===== src/rtl/fetch_pkg.sv =====
`default_nettype none
// ============================================================================
// Module      : fetch_pkg
// Description : Shared types and constants for the instruction-fetch stage:
//               instruction-memory response encoding, queue entry layout and
//               the default reset PC.
// Revision    : 1.0 - initial release
// ============================================================================
package fetch_pkg;

   // Instruction-memory response status. 2'b11 is illegal and has no name.
   typedef enum logic [1:0] {
      IMEM_IDLE  = 2'b00,
      IMEM_BUSY  = 2'b01,
      IMEM_VALID = 2'b10
   } imem_status_e;

   // One buffered fetch: the address it was fetched from and the word.
   typedef struct packed {
      logic [31:0] pc;
      logic [31:0] inst;
   } fetch_entry_t;

   localparam logic [31:0] DEFAULT_RESET_PC = 32'hBFC0_0000;

   // Redirect targets are word aligned by dropping the two low bits.
   function automatic logic [31:0] align_pc(input logic [31:0] pc);
      return {pc[31:2], 2'b00};
   endfunction

endpackage
`default_nettype wire


===== src/rtl/fetch_unit_if.sv =====
`default_nettype none
// ============================================================================
// Module      : fetch_unit_if
// Description : Bundle of the fetch stage's bus signals.
//               Instruction memory : imem_addr, imem_stall (to memory),
//                                    imem_r_data, imem_r_data_status (from).
//               Execute redirect   : redirect_valid, redirect_pc.
//               Decode handshake   : inst_valid, inst, inst_pc (to decode),
//                                    dec_ready (from decode).
//               master = fetch-unit side, slave = environment side.
// Revision    : 1.0 - initial release
// ============================================================================
interface fetch_unit_if;
   logic [31:0] imem_addr;
   logic        imem_stall;
   logic [31:0] imem_r_data;
   logic [1:0]  imem_r_data_status;
   logic        redirect_valid;
   logic [31:0] redirect_pc;
   logic        inst_valid;
   logic [31:0] inst;
   logic [31:0] inst_pc;
   logic        dec_ready;

   modport master (
      output imem_addr, imem_stall, inst_valid, inst, inst_pc,
      input  imem_r_data, imem_r_data_status, redirect_valid, redirect_pc,
             dec_ready
   );

   modport slave (
      input  imem_addr, imem_stall, inst_valid, inst, inst_pc,
      output imem_r_data, imem_r_data_status, redirect_valid, redirect_pc,
             dec_ready
   );
endinterface
`default_nettype wire


===== src/rtl/fetch_queue.sv =====
`default_nettype none
// ============================================================================
// Module      : fetch_queue
// Description : Circular FIFO of fetch_entry_t with synchronous flush.
//               The head entry is presented combinationally from storage.
// Ports       : clk, rst       - clock, synchronous active-high reset
//               i_flush        - drop all entries (pointers/count to zero)
//               i_push, i_push_data - write one entry at the write pointer
//               i_pop          - retire the head entry
//               o_head         - entry at the read pointer
//               o_count        - number of valid entries
//               o_full/o_empty - occupancy flags
// Revision    : 1.0 - initial release
// ============================================================================
module fetch_queue
   import fetch_pkg::*;
#(
   parameter int DEPTH = 2
) (
   input  wire logic                       clk,
   input  wire logic                       rst,
   input  wire logic                       i_flush,
   input  wire logic                       i_push,
   input  wire fetch_entry_t               i_push_data,
   input  wire logic                       i_pop,
   output fetch_entry_t                    o_head,
   output logic [$clog2(DEPTH):0]          o_count,
   output logic                            o_full,
   output logic                            o_empty
);

   localparam int PTR_W = $clog2(DEPTH);
   localparam int CNT_W = PTR_W + 1;
   localparam logic [CNT_W-1:0] c_DEPTH_CNT = CNT_W'(DEPTH);

   fetch_entry_t       r_mem [DEPTH];
   logic [PTR_W-1:0]   r_wr_ptr;
   logic [PTR_W-1:0]   r_rd_ptr;
   logic [CNT_W-1:0]   r_count;

   logic               w_push;
   logic               w_pop;

   // Pushing into a full queue or popping an empty one is dropped here so
   // the occupancy can never leave [0, DEPTH].
   assign w_push = i_push && (r_count != c_DEPTH_CNT);
   assign w_pop  = i_pop  && (r_count != '0);

   always_ff @(posedge clk) begin
      if (rst) begin
         r_wr_ptr <= '0;
         r_rd_ptr <= '0;
         r_count  <= '0;
         for (int i = 0; i < DEPTH; i++) begin
            r_mem[i] <= '0;
         end
      end else if (i_flush) begin
         // Storage is left as is; only occupancy is discarded.
         r_wr_ptr <= '0;
         r_rd_ptr <= '0;
         r_count  <= '0;
      end else begin
         if (w_push) begin
            r_mem[r_wr_ptr] <= i_push_data;
            r_wr_ptr        <= r_wr_ptr + 1'b1;   // DEPTH is a power of two
         end
         if (w_pop) begin
            r_rd_ptr <= r_rd_ptr + 1'b1;
         end
         case ({w_push, w_pop})
            2'b10:   r_count <= r_count + 1'b1;
            2'b01:   r_count <= r_count - 1'b1;
            default: r_count <= r_count;
         endcase
      end
   end

   assign o_head  = r_mem[r_rd_ptr];
   assign o_count = r_count;
   assign o_full  = (r_count == c_DEPTH_CNT);
   assign o_empty = (r_count == '0);

endmodule
`default_nettype wire


===== src/rtl/fetch_unit.sv =====
`default_nettype none
// ============================================================================
// Module      : fetch_unit
// Description : Instruction-fetch stage. Owns the fetch PC, drives the
//               instruction memory address/stall, buffers completed fetches
//               in a small queue and hands {pc, inst} to decode via a
//               valid/ready handshake. Redirects abort the in-flight access
//               and flush the queue.
// Ports       : clk, rst - clock, synchronous active-high reset
//               bus      - fetch_unit_if.master (memory, redirect, decode)
// Revision    : 1.0 - initial release
// ============================================================================
module fetch_unit
   import fetch_pkg::*;
#(
   parameter logic [31:0] RESET_PC    = DEFAULT_RESET_PC,
   parameter int          QUEUE_DEPTH = 2
) (
   input  wire logic      clk,
   input  wire logic      rst,
   fetch_unit_if.master   bus
);

   localparam int CNT_W = $clog2(QUEUE_DEPTH) + 1;
   localparam logic [CNT_W-1:0] c_FULL_COUNT = CNT_W'(QUEUE_DEPTH);

   logic [31:0]        r_fetch_pc;

   logic               w_resp_valid;
   logic               w_push;
   logic               w_pop;
   logic               w_q_full;
   logic               w_q_empty;
   logic [CNT_W-1:0]   w_q_count;
   fetch_entry_t       w_push_data;
   fetch_entry_t       w_head;

   assign w_resp_valid = (bus.imem_r_data_status == IMEM_VALID);

   // A response arriving in a redirect cycle belongs to the old path and is
   // dropped; illegal status 2'b11 never matches IMEM_VALID.
   assign w_push = w_resp_valid && !bus.redirect_valid && !w_q_full;
   assign w_pop  = !w_q_empty && bus.dec_ready && !bus.redirect_valid;

   assign w_push_data.pc   = r_fetch_pc;
   assign w_push_data.inst = bus.imem_r_data;

   // Stall on full uses the registered count and ignores a same-cycle pop:
   // the memory always needs a busy cycle before it can complete again, so
   // a full queue can never see a completed response.
   assign bus.imem_stall = bus.redirect_valid || (w_q_count == c_FULL_COUNT);

   // The address only moves on an accepted response or a redirect, which
   // keeps it stable for the whole memory access.
   always_ff @(posedge clk) begin
      if (rst) begin
         r_fetch_pc <= RESET_PC;
      end else if (bus.redirect_valid) begin
         r_fetch_pc <= align_pc(bus.redirect_pc);
      end else if (w_push) begin
         r_fetch_pc <= r_fetch_pc + 32'd4;
      end
   end

   fetch_queue #(
      .DEPTH        (QUEUE_DEPTH)
   ) u_queue (
      .clk          (clk),
      .rst          (rst),
      .i_flush      (bus.redirect_valid),
      .i_push       (w_push),
      .i_push_data  (w_push_data),
      .i_pop        (w_pop),
      .o_head       (w_head),
      .o_count      (w_q_count),
      .o_full       (w_q_full),
      .o_empty      (w_q_empty)
   );

   assign bus.imem_addr  = r_fetch_pc;
   assign bus.inst_valid = !w_q_empty;
   assign bus.inst       = w_head.inst;
   assign bus.inst_pc    = w_head.pc;

endmodule
`default_nettype wire

===== src/flat_wrapper.sv =====
// flat-port wrapper written by rule: the top's interface ports become plain ports
module fetch_unit_flat import fetch_pkg::*;
#(
   parameter logic [31:0] RESET_PC    = DEFAULT_RESET_PC,
   parameter int          QUEUE_DEPTH = 2
)
  (clk, rst, bus_imem_addr, bus_imem_stall, bus_inst_valid, bus_inst, bus_inst_pc, bus_imem_r_data, bus_imem_r_data_status, bus_redirect_valid, bus_redirect_pc, bus_dec_ready);
  fetch_unit_if bus_i ();
  input  wire logic clk;
  input  wire logic rst;
  output wire logic [$bits(bus_i.imem_addr)-1:0] bus_imem_addr;
  output wire logic [$bits(bus_i.imem_stall)-1:0] bus_imem_stall;
  output wire logic [$bits(bus_i.inst_valid)-1:0] bus_inst_valid;
  output wire logic [$bits(bus_i.inst)-1:0] bus_inst;
  output wire logic [$bits(bus_i.inst_pc)-1:0] bus_inst_pc;
  input wire logic [$bits(bus_i.imem_r_data)-1:0] bus_imem_r_data;
  input wire logic [$bits(bus_i.imem_r_data_status)-1:0] bus_imem_r_data_status;
  input wire logic [$bits(bus_i.redirect_valid)-1:0] bus_redirect_valid;
  input wire logic [$bits(bus_i.redirect_pc)-1:0] bus_redirect_pc;
  input wire logic [$bits(bus_i.dec_ready)-1:0] bus_dec_ready;
  assign bus_imem_addr = bus_i.imem_addr;
  assign bus_imem_stall = bus_i.imem_stall;
  assign bus_inst_valid = bus_i.inst_valid;
  assign bus_inst = bus_i.inst;
  assign bus_inst_pc = bus_i.inst_pc;
  assign bus_i.imem_r_data = bus_imem_r_data;
  assign bus_i.imem_r_data_status = bus_imem_r_data_status;
  assign bus_i.redirect_valid = bus_redirect_valid;
  assign bus_i.redirect_pc = bus_redirect_pc;
  assign bus_i.dec_ready = bus_dec_ready;
  fetch_unit #(.RESET_PC(RESET_PC), .QUEUE_DEPTH(QUEUE_DEPTH)) u_core (.clk(clk), .rst(rst), .bus(bus_i));
endmodule

===== config.mk =====
export PLATFORM = sky130hd
export DESIGN_NAME = fetch_unit_flat
export DESIGN_NICKNAME = d
export VERILOG_FILES = /design/src/rtl/fetch_pkg.sv /design/src/rtl/fetch_unit_if.sv /design/src/rtl/fetch_queue.sv /design/src/rtl/fetch_unit.sv /design/src/flat_wrapper.sv
export SDC_FILE = /design/constraint.sdc
export NUM_CORES = 1
export LEC_CHECK = 0
export ABC_AREA = 1
export CAP_MARGIN = 20
export CORE_MARGIN = 5
export CORE_UTILIZATION = 38
export CTS_CLUSTER_SIZE = 40
export DETAILED_ROUTE_END_ITERATION = 6
export GPL_TIMING_DRIVEN = 0
export PLACE_DENSITY = 0.74
export SETUP_SLACK_MARGIN = 0.5
export SYNTH_ARGS = -nofsm -noshare
export SYNTH_HDL_FRONTEND = slang
export SYNTH_SLANG_ARGS = --single-unit

===== constraint.sdc =====
create_clock -name clk -period 4.37 [get_ports clk]
set_input_delay 1.0925 -clock clk [delete_from_list [all_inputs] [get_ports clk]]
set_output_delay 1.0925 -clock clk [all_outputs]
set_load 0.05 [all_outputs]

==> results.yml <==
status:
  outcome: "finished, final reports clean"
route:
  dr.pass1.iters: 5
  drt_iter0_drc: 344
  ant_nets: 0
  via_count: 5914
  vias_per_cell: 4.856
  post_drt_wl_per_cell_um: 16.52
  drc: 0
  wl_um: 20120
clock_network:
  clock-root-buffer: "clkbuf_16"
  post-cts-setup-buffers: 0
  cts_tree: "yes"
  clkLatencyLatePin_ns: 0.43
  cts_sinks: 159
  clk_pin_slew_ns: 0.06
  cts_made_buffers: 17
  htreeDepth: 4
  cts_buffer_depth: 2
timing:
  worstMarginPinSlew_ns: 0.9165
  hold_viol: 0
  tns_ns: 0
  fin_ws_ns: 0.8145
  fin_crit_ns: 3.555
  rsz0062_at_grt: "false"
  timing.fmax_mhz: 281.3
  fin_crit_sh: 0.8136
  skew_ns: 0.01170
  maxSlewViolCount: 0
  finalSetupViolCount: 0
  maxSlewHeadroom: 0.3890
placed_design:
  portBuffers: 160
  gp_congestion: 0.9201
  dp_hpwl_um: 14270
  placedInstanceArea_mm2: 0.009535
  dp_slack_ns: 0.6906
worst_hold_path:
  min_path_type: "flop to flop"
  hold-path-endpoint: "u_core.u_queue.r_rd_ptr"
  whs_path_depth: 2
  min_from: "u_core.u_queue.r_rd_ptr"
finish:
  fill_cells: 1752
  fin_area_mm2: 0.01014
  drive_gt1_frac: 0.1522
  final_common_cell: "nor2_1"
  fin_nets: 1012
  area_growth_pct: 33.84
  antenna-diode-count: 0
  final_cell_mix: "166 x nor2_1, 160 x clkdlybuf4s50_1, 124 x edfxtp_1"
critical_path:
  cp.arrival_ns: 2.46
  end_kind: "output port"
  r2r-end: "u_core.u_queue.r_mem[0][0]"
  critical_path_class: "flop to output port"
  r2r-start: "u_core.u_queue.o_count[0]"
  timing.critical_path.fanout_max: 10
  r2r_setup_slack_ns: 1.90
  cp-start-kind: "flop"
  crit_buf_inv: 3
  crit_chain: "clkbuf_2, buf_2, mux2_2, clkdlybuf4s50_1"
  cp_slowest_cell: "clkdlybuf4s50_1"
  rr_worst_depth: 7
  cpLargestDelayFamily: "buffers and inverters"
  cpPeakStageDelay_ns: 0.72
  crit_required_ns: 3.28
logic_synthesis:
  yosys_warnings: 0
  ys_ff_latch: 159
  ys.flop_type: "edfxtp_1"
  syn-mean-instance-area_um2: 9.995
  ys_async_sr_fraction: 0
  ys_types: 38
  ys_seq_area_frac: 0.5840
  synthesis.area_mm2: 0.007576
  synth_edf_count: 124
  synthCells: 758
global_route:
  antenna_found_initial: 0
  grt_pass1_vias: 5964
  grt_max_degree: 63
  grt_first_pass_wirelength_um: 30890
  grt_usage: 0.1779
  grt_overflow: 0
power_and_ir_drop:
  power_mw: 3.766
  p_per_area_mw_per_mm2: 371.4
  vdd_drop_max_mv: 0.2567
  leakage_nw: 3.989
floorplanning:
  start_util: 0.3880
  die_w_um: 151.2
  rows: 51
  io_pins: 168
  dieHeight_um: 151.2
  die_area_mm2: 0.02286
  core_area_mm2: 0.01953
job:
  maxCapViolCount: 0
## area by class of cell
class                   count  area, um2  share of cell area
clock buffers              24      536.8             0.05294
flip-flops and latches    159       4424              0.4363
inverters                  80      302.8             0.02986
multi-input cells         487       2680              0.2643
repair buffers            160       1602              0.1579
clock inverters             8      66.31            0.006540
plain buffers              35      196.4             0.01937
well taps                 265      331.6             0.03270
## registers in the layout, indices dropped and copies added (netlist names), named ones only
signal                   count
u_core.bus.imem_addr        30
u_core.u_queue.o_count       2
u_core.u_queue.r_mem       124
u_core.u_queue.r_rd_ptr      1
u_core.u_queue.r_wr_ptr      1
## Yosys cell counts (all sizes together), types with 7 or more instances
cell / count / area, um2
mux2: 62 / 698.2
nand3: 23 / 145.1
a22oi: 10 / 75.07
xor2: 7 / 61.31
a21oi: 32 / 160.2
inv: 80 / 302.8
dfxtp: 35 / 700.7
buf: 29 / 172.7
nor2: 173 / 714.4
nand4: 9 / 62.56
o21ai: 25 / 125.1
nand2: 125 / 489.2
edfxtp: 124 / 3724
## per-layer routing
| metal | share of wire | track usage |
|---|---|---|
| met4 | 0.017 | 0.05666 |
| met1 | 0.43 | 0.2275 |
| met3 | 0.075 | 0.04668 |
| met2 | 0.48 | 0.2947 |
| met5 | 0 | 0 |
## logic make-up after synthesis
family	share of synthesized area
buffers and inverters	0.06573
other	0.0004950
flip-flops	0.5840
AND/OR/NAND/NOR	0.1922
multiplexers	0.09216
adder cells (fa/ha/maj)	0.003303
AO/OA/AOI/OAI	0.05401
XOR/XNOR	0.008093
## worst register-to-register path, stage by stage (launching register included)
cell     delay (ns)
dfxtp_1        0.42
inv_2          0.05
nand2_2        0.09
nand2_4        0.07
nor2_8         0.23
nand3_4        0.23
buf_2          0.28
nand2_4        0.66
## power by group
| part | total, mW | internal [mW] | switching, mW |
|---|---|---|---|
| Combinational | 0.549 | 0.197 | 0.352 |
| Clock | 1.48 | 0.870 | 0.607 |
| Sequential | 1.74 | 1.70 | 0.0436 |
| Total | 3.77 | 2.76 | 1.00 |
## timing repair
item | in CTS | in global routing
hold buffers | 0 | 0
gates resized for setup | 1 | 0
hold endpoints to repair | 0 | 0
endpoints found under the setup margin | 6 | 0
## stage by stage
step                      hold slack (ns)  utilization  instances
final                              0.4872       0.5193       1218
after global placement             0.4567       0.4876       1186
after CTS                          0.4840       0.5193       1218
after detailed placement           0.4766       0.4883       1186
after global routing               0.5295       0.5193       1218
after floorplan                    0.4474            -        761
## worst max-delay path by stage
stage                                          from  slack [ns]                     endpoint  cells after the start
after floorplan                  bus_redirect_valid        0.62   u_core.u_queue.r_mem[0][0]                      7
after global placement    bus_imem_r_data_status[1]       -0.75  u_core.u_queue.r_mem[1][24]                      6
after detailed placement  bus_imem_r_data_status[1]        0.69  u_core.u_queue.r_mem[1][41]                      6
after CTS                                      flop        0.75              bus_inst_pc[21]                      4
after global routing                           flop        0.74              bus_inst_pc[21]                      4
final                                          flop        0.81              bus_inst_pc[22]                      4
Note: power is estimated with default switching activity, not from simulation.
